$ cat config.mk
export PLATFORM = sky130hd
export DESIGN_NAME = mag_minmax_tracker
export DESIGN_NICKNAME = d
export VERILOG_FILES = /design/src/rtl/mag_minmax_tracker_pkg.sv /design/src/rtl/mag_minmax_tracker_cmp.sv /design/src/rtl/mag_minmax_tracker.sv
export SDC_FILE = /design/constraint.sdc
export NUM_CORES = 1
export LEC_CHECK = 0
export CORE_MARGIN = 3
export CORE_UTILIZATION = 40
export DETAILED_ROUTE_END_ITERATION = 7
export GPL_ROUTABILITY_DRIVEN = 0
export PLACE_DENSITY = 0.66
export SYNTH_ARGS = -nofsm -noshare
export SYNTH_HDL_FRONTEND = slang
export SYNTH_SLANG_ARGS = --single-unit
$ cat constraint.sdc
create_clock -name clk -period 1.9 [get_ports clk]
set_input_delay 0.19 -clock clk [delete_from_list [all_inputs] [get_ports clk]]
set_output_delay 0.19 -clock clk [all_outputs]
set_load 0.05 [all_outputs]
$ cat src/rtl/mag_minmax_tracker_pkg.sv
// Shared definitions for the min/max tracker: FSM encoding and counter width.
package mag_minmax_tracker_pkg;

    localparam int COUNT_W = 8;

    typedef enum logic [1:0] {
        ST_IDLE  = 2'd0,
        ST_ACCUM = 2'd1,
        ST_DONE  = 2'd2
    } state_t;

endpackage

$ cat src/rtl/mag_minmax_tracker_cmp.sv
// Unsigned magnitude comparator: reports i_a == / > / < i_b.
module mag_minmax_tracker_cmp #(
    parameter int WIDTH = 4
) (
    input  logic [WIDTH-1:0] i_a,
    input  logic [WIDTH-1:0] i_b,
    output logic             o_eq,
    output logic             o_gt,
    output logic             o_lt
);

    assign o_eq = (i_a == i_b);
    assign o_gt = (i_a >  i_b);
    assign o_lt = (i_a <  i_b);

endmodule

$ cat src/rtl/mag_minmax_tracker.sv
// Framed running max/min tracker behind a valid/ready input and output.
// Optional feature macro: MINMAX_INDEX_EN adds out_max_idx/out_min_idx, the
// 0-based frame position of the first occurrence of the max/min sample.
module mag_minmax_tracker
    import mag_minmax_tracker_pkg::*;
#(
    parameter int WIDTH     = 4,
    parameter int FRAME_LEN = 8
) (
    input  logic               clk,
    input  logic               rst_n,
    input  logic               start,
    input  logic               clr,
    input  logic               in_valid,
    output logic               in_ready,
    input  logic [WIDTH-1:0]   in_data,
    output logic               out_valid,
    input  logic               out_ready,
    output logic [WIDTH-1:0]   out_max,
    output logic [WIDTH-1:0]   out_min,
`ifdef MINMAX_INDEX_EN
    output logic [COUNT_W-1:0] out_max_idx,
    output logic [COUNT_W-1:0] out_min_idx,
`endif
    output logic [COUNT_W-1:0] out_count
);

    state_t             r_state;
    state_t             w_state_nxt;
    logic [WIDTH-1:0]   r_max;
    logic [WIDTH-1:0]   r_min;
    logic [COUNT_W-1:0] r_count;
    logic               w_accept;
    logic               w_last;
    logic               w_first;
    logic               w_max_eq, w_max_gt, w_max_lt;
    logic               w_min_eq, w_min_gt, w_min_lt;

`ifdef MINMAX_INDEX_EN
    logic [COUNT_W-1:0] r_max_idx;
    logic [COUNT_W-1:0] r_min_idx;
`endif

    // Only GT of the max compare and LT of the min compare steer updates;
    // equality keeps the earliest value by simply not updating.
    logic w_unused;
    assign w_unused = &{1'b0, w_max_eq, w_max_lt, w_min_eq, w_min_gt};

    mag_minmax_tracker_cmp #(.WIDTH(WIDTH)) u_cmp_max (
        .i_a  (in_data),
        .i_b  (r_max),
        .o_eq (w_max_eq),
        .o_gt (w_max_gt),
        .o_lt (w_max_lt)
    );

    mag_minmax_tracker_cmp #(.WIDTH(WIDTH)) u_cmp_min (
        .i_a  (in_data),
        .i_b  (r_min),
        .o_eq (w_min_eq),
        .o_gt (w_min_gt),
        .o_lt (w_min_lt)
    );

    // clr suppresses the accept so an aborted cycle never touches the datapath.
    assign w_accept = in_valid & (r_state == ST_ACCUM) & ~clr;
    assign w_first  = (r_count == '0);
    assign w_last   = (r_count == COUNT_W'(FRAME_LEN - 1));

    // State register.
    // NOTE: sequential state is always written with <= so every flop samples
    // pre-edge values regardless of statement order.
    always_ff @(posedge clk or negedge rst_n) begin
        if (!rst_n) r_state <= ST_IDLE;
        else        r_state <= w_state_nxt;
    end

    // Next-state decode; clr overrides every other transition.
    // NOTE: the default assignment first keeps this block free of latches.
    always_comb begin
        w_state_nxt = r_state;
        if (clr) begin
            w_state_nxt = ST_IDLE;
        end else begin
            unique case (r_state)
                ST_IDLE:  if (start)              w_state_nxt = ST_ACCUM;
                ST_ACCUM: if (w_accept && w_last) w_state_nxt = ST_DONE;
                ST_DONE:  if (out_ready)          w_state_nxt = ST_IDLE;
                default:                          w_state_nxt = ST_IDLE;
            endcase
        end
    end

    // Handshake outputs decoded from the registered state only.
    always_comb begin
        in_ready  = 1'b0;
        out_valid = 1'b0;
        unique case (r_state)
            ST_ACCUM: in_ready  = 1'b1;
            ST_DONE:  out_valid = 1'b1;
            default: ;
        endcase
    end

    // Sample counter and running max/min; values persist across IDLE.
    always_ff @(posedge clk or negedge rst_n) begin
        if (!rst_n) begin
            r_count <= '0;
            r_max   <= '0;
            r_min   <= '0;
        end else if (clr) begin
            r_count <= '0;
        end else if (r_state == ST_IDLE && start) begin
            r_count <= '0;
        end else if (w_accept) begin
            r_count <= r_count + 1'b1;
            if (w_first) begin
                r_max <= in_data;
                r_min <= in_data;
            end else begin
                if (w_max_gt) r_max <= in_data;
                if (w_min_lt) r_min <= in_data;
            end
        end
    end

`ifdef MINMAX_INDEX_EN
    // Frame positions of the first max/min occurrence, same update rules.
    always_ff @(posedge clk or negedge rst_n) begin
        if (!rst_n) begin
            r_max_idx <= '0;
            r_min_idx <= '0;
        end else if (!clr && r_state == ST_IDLE && start) begin
            r_max_idx <= '0;
            r_min_idx <= '0;
        end else if (w_accept) begin
            if (w_first || w_max_gt) r_max_idx <= r_count;
            if (w_first || w_min_lt) r_min_idx <= r_count;
        end
    end

    assign out_max_idx = r_max_idx;
    assign out_min_idx = r_min_idx;
`endif

    assign out_max   = r_max;
    assign out_min   = r_min;
    assign out_count = r_count;

endmodule
==> results of run 1 <==
[path summary, 6_finish.rpt]
path / from / end / slack, ns / cells after the start
min: rst_n / out_max[0] / 0.22 / 2
max: out_count[6] / out_count[6] / 0.06 / 2
min reg2reg: out_min[3] / out_min[3] / 0.52 / 1
min in group clk: start / r_state[0] / 0.49 / 3
max reg2reg: out_count[1] / out_min[2] / 0.16 / 6
max in group asynchronous: rst_n / out_min[1] / 1.46 / 2
[worst max-delay path: stages (launching register included)]
cell and delay [ns]:
dfrtp_1 0.40, buf_4 0.15, clkdlybuf4s50_1 0.80
[cells in the final DEF, fill, tap and decap left out, drive strengths merged, types with 5 or more instances in the layout]
cell type	n
nor2	13
dfrtp	18
nand3	7
clkdlybuf4s50	24
nand2	5
buf	18
ha	9
inv	11
xor2	6
nand4	10
[cells by family (layout without fill, tap and decap cells)]
logic type | Yosys count | after routing | share of synthesized area [%]
adder cells (fa/ha/maj) | 9 | 9 | 9.484
XOR/XNOR | 6 | 6 | 4.426
AND/OR/NAND/NOR | 47 | 47 | 23.60
flip-flops | 18 | 18 | 37.93
AO/OA/AOI/OAI | 25 | 25 | 16.65
multiplexers | 4 | 4 | 3.793
buffers and inverters | 13 | 57 | 4.110
[power groups by stage]
stage / clock, mW / sequential [mW] / combinational [mW]
CTS: 0.242 / 0.532 / 0.938
finish: 0.236 / 0.531 / 0.945
floorplan: 0 / 0.801 / 0.353
global placement: 0 / 0.538 / 0.914
detailed placement: 0 / 0.540 / 0.935
global route: 0.259 / 0.545 / 1.03
[flip-flops by register name, summed over array words and instances (netlist names)]
name / cells
out_max: 4
out_min: 4
r_state: 2
out_count: 8
[cell type report]
| type | instances | share of cell area (%) |
|---|---|---|
| clock buffers | 4 | 2.215 |
| well taps | 31 | 2.368 |
| inverters | 11 | 2.521 |
| flip-flops and latches | 18 | 27.81 |
| repair buffers | 42 | 22.92 |
| multi-input cells | 91 | 42.17 |
[per-layer routing]
layer / up-vias / GRT usage [%]
met1: 522 / 25.43
met2: 37 / 28.24
li1: 547 / -
met4: 0 / 5.573
met5: - / 0
met3: 2 / 2.766
[metrics by stage]
step	worst slack, ns	hold slack, ns
after detailed placement	-0.1103	0.5033
after global routing	-0.004736	0.2370
after CTS	0.02435	0.2214
after floorplan	0.01430	-0.1056
final	0.06217	0.2231
after global placement	-0.02893	0.4976
[timing repair]
item / CTS / global route
endpoints found under the setup margin: 0 / 4
setup buffers: 0 / 4
endpoints found under the hold margin: 0 / 0
==> flow_summary_export.csv, run 1 <==
group,metric,value,unit
die,die_area,3658,um^2
power,netSwitchingFraction,45.39,%
power,clockPowerShare,13.8,%
cells_and_area,nets,186,
route,vias,1108,
cells_and_area,antennaDiodeCount,0,
clocking,htreeDepth,1,
route,wl_per_cell,14.58,um
yosys,ys_ff_latch,18,
global_route,antenna_found_initial,0,
route,wl_met1,1339,um
yosys,yosys-top-cells-area,"dfrtp_1 (38%), ha_1 (9.5%), nand4_1 (5.3%)",
sta,finClkSkew,0.002482,ns
power,p_seq_share,31.0,%
route,avgViaCountPerCell,5.624,
clocking,postCtsHoldBufs,0,
die,die_h,60.49,um
route,drtIter0Drc,29,
die,core,2781,um^2
sta,period_minus_slack,1.838,ns
yosys,seq_area_frac_synth,37.93,%
die,rows,19,
power,netSwitchingPower,776.9,uW
sta,finalHoldViolations,0,
global_route,grt_max_degree,19,
cells_and_area,fill_cells,243,
yosys,synth_cells,122,
run_status,outcome,"complete, no violations",
critical_path,cp.arrival,1.65,ns
yosys,ys.flop_type,"dfrtp_1",
yosys,synthesis.nets,141,
critical_path,crit_fanout,4,
route,highest_layer,"met4",
power,power,1.712,mW
sta,fmax,544.1,MHz
critical_path,end_kind,"output pin",
yosys,synth_top_area_share,37.93,%
cells_and_area,fin_util,58.88,%
route,drc,0,
yosys,async_flop_share,100.0,%
power,p_per_area,1045,nW/um^2
die,io-pin-count,28,
route,wl_met2,1369,um
clocking,clkLatencyLatePin,0.29,ns
sta,final.setup.tns,0,ns
clocking,cts_num_sinks,18,
route,drtPass1Iterations,4,
cells_and_area,multi_input_area,690.7,um^2
global_route,grt_pass1_wl,4961,um
clocking,cts.clk_slew.worst_paths,0.10,ns
sta,post-route-period-util,96.73,%
clocking,cts_resized,0,
placement,place_inst,189,
yosys,synth_top_area_cell,"dfrtp_1",
die,dieWidth,60.49,um
clocking,cts.path.max_buffers,2,
yosys,yosysMostFrequentCell,"dfrtp_1",
power,leakage,0.7454,nW
worst_hold_path,hp-class,"in -> async",
placement,dpl_cell_area,1572,um^2
sta,tightest_slew,0.5056,ns
global_route,grt_pass1_vias,1076,
route,ant_nets,0,
sta,setup_viol,0,
clocking,clockRootBuffer,"clkbuf_4",
yosys,ys_types,32,
cells_and_area,drive_above_1_share,19.28,%
clocking,cts-buffers-inserted,3,
yosys,avgSynthCellArea,9.733,um^2
cells_and_area,syn_to_final_growth,37.93,%
placement,io_buffers,27,
sta,relSlewSlack,66.19,%
cells_and_area,fin_area,1638,um^2
power,max-vdd-ir-drop,915.6,uV
route,drt-total-wl,2873,um
yosys,synth_common_cells,"dfrtp_1 (18), nor2_1 (13), inv_1 (11), nand4_1 (10), ha_1 (9)",
placement,dp_hpwl,2184,um
sta,final_max_slew_viol_count,0,
yosys,syn_area,1187,um^2
power,internal_power,934.7,uW
global_route,grt_usage,17.92,%
yosys,synth_edf_count,0,
critical_path,crit_type,"reg -> out",
route,met3RoutedLength,147,um
cells_and_area,fin_cells,197,
cells_and_area,ff_latch_area,455.4,um^2
critical_path,worstPathRequired,1.71,ns
run,cap_violations,0,
critical_path,startpoint_type,"flip-flop",
power,share_comb_of_total_power,55.2,%
clocking,cts_tree,"done",
yosys,ys_warn_count,0,
global_route,overflow,0,
die,start_util,42.69,%
Power figures use the tool's default switching activity.
==> inputs of run 2 (changes only) <==
CAP_MARGIN = 25   (was unset)
SETUP_SLACK_MARGIN = 0.15   (was unset)
==> run 2 against run 1 <==
Power up 1.9%. Sequential cell count did not move. Worst setup slack better by 0.15 ns. Via count fell by 1.5%. Combinational power rose by 2.5%. Cell count unchanged. Fmax up 9.1%. Sequential power is 2% higher. Global-route usage shrank 0.26 points. First-iteration DRC count grew 72%.
==> flow_summary_export.csv, run 2 (synthesized netlist as in run 1, its figures left out) <==
group,metric,value,unit
run_status,outcome,"complete, no violations",
placement,pre_cts_slack,-0.09056,ns
critical_path,startpoint_type,"flip-flop",
route,avgViaCountPerCell,5.538,
critical_path,worstPathCellList,"clkdlybuf4s50_1",
clocking,htreeDepth,1,
route,drc,0,
sta,rsz0062_at_grt,"true",
placement,dpl_cell_area,1582,um^2
critical_path,cpPeakStageDelay,0.81,ns
power,max-vdd-ir-drop,954.0,uV
sta,finalHoldViolations,0,
cells_and_area,fill_cells,259,
critical_path,crit_buf_inv,1,
cells_and_area,fin_util,60.01,%
global_route,overflow,0,
critical_path,worstRegToRegCells,6,
global_route,antenna_found_initial,0,
die,die_area,3658,um^2
critical_path,crit_path_end,"out_min[0]",
sta,period_minus_slack,1.684,ns
run,cap_violations,0,
critical_path,worstPathRequired,1.71,ns
global_route,grt_pass1_vias,1075,
cells_and_area,nets,186,
cells_and_area,drive_above_1_share,27.11,%
global_route,grt_max_degree,19,
clocking,cts_tree,"done",
route,drt-total-wl,2884,um
die,start_util,42.69,%
critical_path,reg2reg_slack,0.22,ns
sta,relSlewSlack,65.65,%
cells_and_area,fin_cells,197,
critical_path,crit_type,"reg -> out",
placement,io_buffers,27,
cells_and_area,largest_reg_flops,8,
route,drtIter0Drc,50,
critical_path,timing.rr.start,"out_count[1]",
cells_and_area,multi_input_area,718.2,um^2
sta,setup_viol,0,
placement,place_inst,189,
clocking,cts-buffers-inserted,3,
die,dieWidth,60.49,um
critical_path,end_kind,"output pin",
clocking,cts.path.max_buffers,2,
sta,finClkSkew,0.003211,ns
route,wl_per_cell,14.64,um
power,p_per_area,1044,nW/um^2
clocking,clockRootBuffer,"clkbuf_4",
clocking,clkLatencyLatePin,0.29,ns
worst_hold_path,hp-class,"in -> async",
placement,dp_hpwl,2240,um
sta,final_max_slew_viol_count,0,
critical_path,cp.depth,1,
global_route,grt_usage,17.65,%
cells_and_area,final_cell_mix,"clkdlybuf4s50_1 (17), buf_4 (17), nor2_1 (13), nand4_1 (10), dfrtp_2 (10)",
power,leakage,0.7844,nW
route,ant_nets,0,
critical_path,path_delay_family,"buffers and inverters",
clocking,postCtsHoldBufs,0,
sta,post-route-period-util,88.64,%
sta,timing.hold.ws,0.2240,ns
cells_and_area,fin_area,1669,um^2
global_route,grt_pass1_wl,4885,um
critical_path,r2r-end,"out_min[0]",
cells_and_area,antennaDiodeCount,0,
sta,fmax,593.8,MHz
sta,tightest_slew,0.5173,ns
die,rows,19,
critical_path,cp.arrival,1.49,ns
critical_path,crit_fanout,3,
die,die_h,60.49,um
clocking,cts.clk_slew.worst_paths,0.10,ns
cells_and_area,ff_latch_area,462.9,um^2
critical_path,slowest_stage,"clkdlybuf4s50_1",
clocking,cts_num_sinks,18,
die,core,2781,um^2
route,drtPass1Iterations,4,
cells_and_area,syn_to_final_growth,40.57,%
die,io-pin-count,28,
route,vias,1091,
critical_path,critPathLaunch,"out_min[0]",
sta,fin_ws,0.2159,ns
[run 2: area by class of cell]
type | instances | share of cell area [%]
flip-flops and latches | 18 | 27.74
multi-input cells | 91 | 43.03
repair buffers | 42 | 22.26
inverters | 11 | 2.474
well taps | 31 | 2.324
clock buffers | 4 | 2.174
[run 2: what timing repair did]
action,in CTS,in global routing
endpoints found under the hold margin,0,0
buffers inserted,1,3
endpoints found under the setup margin,11,9
pin swaps,0,4
resized for setup,7,8
[run 2: metrics by stage]
step	total power [mW]	TNS (ns)
2_1_floorplan	1.163	0
3_3_place_gp	1.457	-0.1446
3_5_place_dp	1.482	-0.4323
4_1_cts	1.722	0
5_1_grt	1.872	0
6_report	1.743	0
[run 2: power breakdown]
part	leakage [nW]	internal [mW]	switching (mW)
Clock	0.0210	0.117	0.118
Sequential	0.218	0.473	0.0670
Combinational	0.545	0.367	0.601
Total	0.784	0.957	0.786
[run 2: how the worst min path moves through the flow]
| stage | depth (start not counted) | slack, ns | to |
|---|---|---|---|
| 6_report | 2 | 0.22 | r_state[0] |
| 5_1_grt | 2 | 0.24 | out_max[2] |
| 4_1_cts | 2 | 0.22 | out_max[0] |
| 3_5_place_dp | 1 | 0.51 | out_min[2] |
| 3_3_place_gp | 1 | 0.50 | out_min[2] |
| 2_1_floorplan | 0 | -0.11 | out_count[0] |
[run 2: metal layers]
metal / GRT usage, % / routed length (um) / up-vias
met5: 0 / 0 / -
met4: 4.644 / 27 / 0
met3: 3.191 / 104 / 4
met2: 29.94 / 1354 / 19
met1: 23.31 / 1397 / 524
li1: - / - / 544
==> inputs of run 3 (changes only) <==
REMOVE_ABC_BUFFERS = 1   (was unset)
==> run 3 against run 2 <==
Cell count up 0.51%. Combinational power rose by 2.3%. Clock skew rose by 0.0019 ns. Critical endpoint is now out_min[2]. Register-to-register slack about the same. Power increased by 0.58%. Sequential power is 2% lower. Die area stayed put.
==> flow_summary_export.csv, run 3 (synthesized netlist as in run 1, its figures left out) <==
group,metric,value,unit
run_status,outcome,"complete, no violations",
route,drtIter0Drc,68,
sta,timing.hold.ws,0.2255,ns
cells_and_area,fill_cells,251,
clocking,clockRootBuffer,"clkbuf_4",
die,io-pin-count,28,
cells_and_area,syn_to_final_growth,40.04,%
sta,period_minus_slack,1.697,ns
global_route,grt_pass1_vias,1128,
route,drc,0,
route,avgViaCountPerCell,5.530,
critical_path,crit_fanout,4,
critical_path,crit_type,"reg -> reg",
clocking,cts_tree,"done",
clocking,cts_num_sinks,18,
sta,tightest_slew,0.4997,ns
cells_and_area,ff_latch_area,450.4,um^2
critical_path,worstPathRequired,2.08,ns
power,leakage,0.8032,nW
sta,final_max_slew_viol_count,0,
clocking,clkLatencyLatePin,0.29,ns
sta,rsz0062_at_grt,"true",
cells_and_area,largest_reg_flops,8,
route,drt-total-wl,2961,um
cells_and_area,fin_area,1663,um^2
critical_path,cp.arrival,1.88,ns
placement,dpl_cell_area,1572,um^2
route,vias,1095,
die,rows,19,
die,dieWidth,60.49,um
die,die_area,3658,um^2
route,drtPass1Iterations,4,
global_route,overflow,0,
cells_and_area,layout_commonest_cell,"buf_4",
sta,finClkSkew,0.005155,ns
clocking,htreeDepth,1,
sta,fmax,589.4,MHz
power,power,1.753,mW
power,p_per_area,1055,nW/um^2
placement,dp_hpwl,2294,um
power,max-vdd-ir-drop,972.8,uV
cells_and_area,multi_input_area,721.9,um^2
clocking,cts.path.max_buffers,2,
placement,io_buffers,27,
global_route,grt_max_degree,19,
run,cap_violations,0,
sta,final.setup.tns,0,ns
route,ant_nets,0,
cells_and_area,antennaDiodeCount,0,
worst_hold_path,hp-class,"in -> async",
cells_and_area,final_cell_mix,"buf_4 (19), dfrtp_1 (18), clkdlybuf4s50_1 (17), nor2_1 (13), nand4_1 (10)",
clocking,cts.clk_slew.worst_paths,0.10,ns
route,wl_per_cell,14.95,um
die,start_util,42.69,%
cells_and_area,nets,187,
global_route,antenna_found_initial,0,
critical_path,end_kind,"flip-flop",
global_route,grt_pass1_wl,5016,um
die,die_h,60.49,um
critical_path,startpoint_type,"flip-flop",
sta,relSlewSlack,66.58,%
sta,finalHoldViolations,0,
die,core,2781,um^2
cells_and_area,drive_above_1_share,21.56,%
sta,post-route-period-util,89.29,%
sta,setup_viol,0,
global_route,grt_usage,18.05,%
clocking,postCtsHoldBufs,0,
clocking,cts-buffers-inserted,3,
==> run 3: path summary, 6_finish.rpt <==
kind                       slack [ns]          from            to  depth (start not counted)
min reg2reg                      0.55    out_min[1]    out_min[1]                          1
min                              0.23         rst_n  out_count[1]                          2
min in group clk                 0.47         start    r_state[0]                          3
max in group asynchronous        1.48         rst_n    out_min[1]                          2
max reg2reg                      0.20  out_count[1]    out_min[2]                          6
max                              0.20  out_count[1]    out_min[2]                          6
==> run 3: per-stage QoR <==
| step | std cells | utilization (%) | setup slack, ns |
|---|---|---|---|
| 6_report | 198 | 59.78 | 0.2034 |
| 5_1_grt | 198 | 59.78 | 0.08149 |
| 4_1_cts | 195 | 57.76 | 0.1734 |
| 3_5_place_dp | 190 | 56.50 | -0.05395 |
| 3_3_place_gp | 190 | 56.50 | -0.005355 |
| 2_1_floorplan | 120 | - | -0.2104 |
==> run 3: cell type report <==
class / count / share of cell area, %
well taps: 31 / 2.333
multi-input cells: 91 / 43.42
flip-flops and latches: 18 / 27.09
inverters: 11 / 2.483
repair buffers: 43 / 22.50
clock buffers: 4 / 2.182
==> run 3: metal layers <==
| layer | part of all wire, % | track usage [%] | up-vias |
|---|---|---|---|
| met5 | 0 | 0 | - |
| met2 | 50 | 31.17 | 29 |
| met1 | 45 | 22.78 | 512 |
| met3 | 4.0 | 2.553 | 8 |
| met4 | 1.9 | 7.121 | 0 |
| li1 | - | - | 546 |
==> run 3: worst max-delay path, cell delays in order, from the launching register on <==
cell     delay (ns)
dfrtp_1        0.40
inv_2          0.08
ha_4           0.11
nor4b_4        0.28
nand2_2        0.13
a21oi_4        0.26
mux2_4         0.32
==> run 3: power breakdown <==
part	switching [mW]	total, mW	leakage [nW]	internal [mW]
combinational	0.604	0.991	0.552	0.386
clock	0.116	0.233	0.0210	0.117
sequential	0.0665	0.530	0.230	0.463
total	0.787	1.75	0.803	0.966
==> run 3: timing repair <==
item                                    in CTS  in global routing
pin swaps                                    0                  3
cloned                                       0                  0
buffers inserted                             1                  3
resized for setup                            7                 10
hold endpoints to repair                     0                  0
endpoints found under the setup margin      11                  7
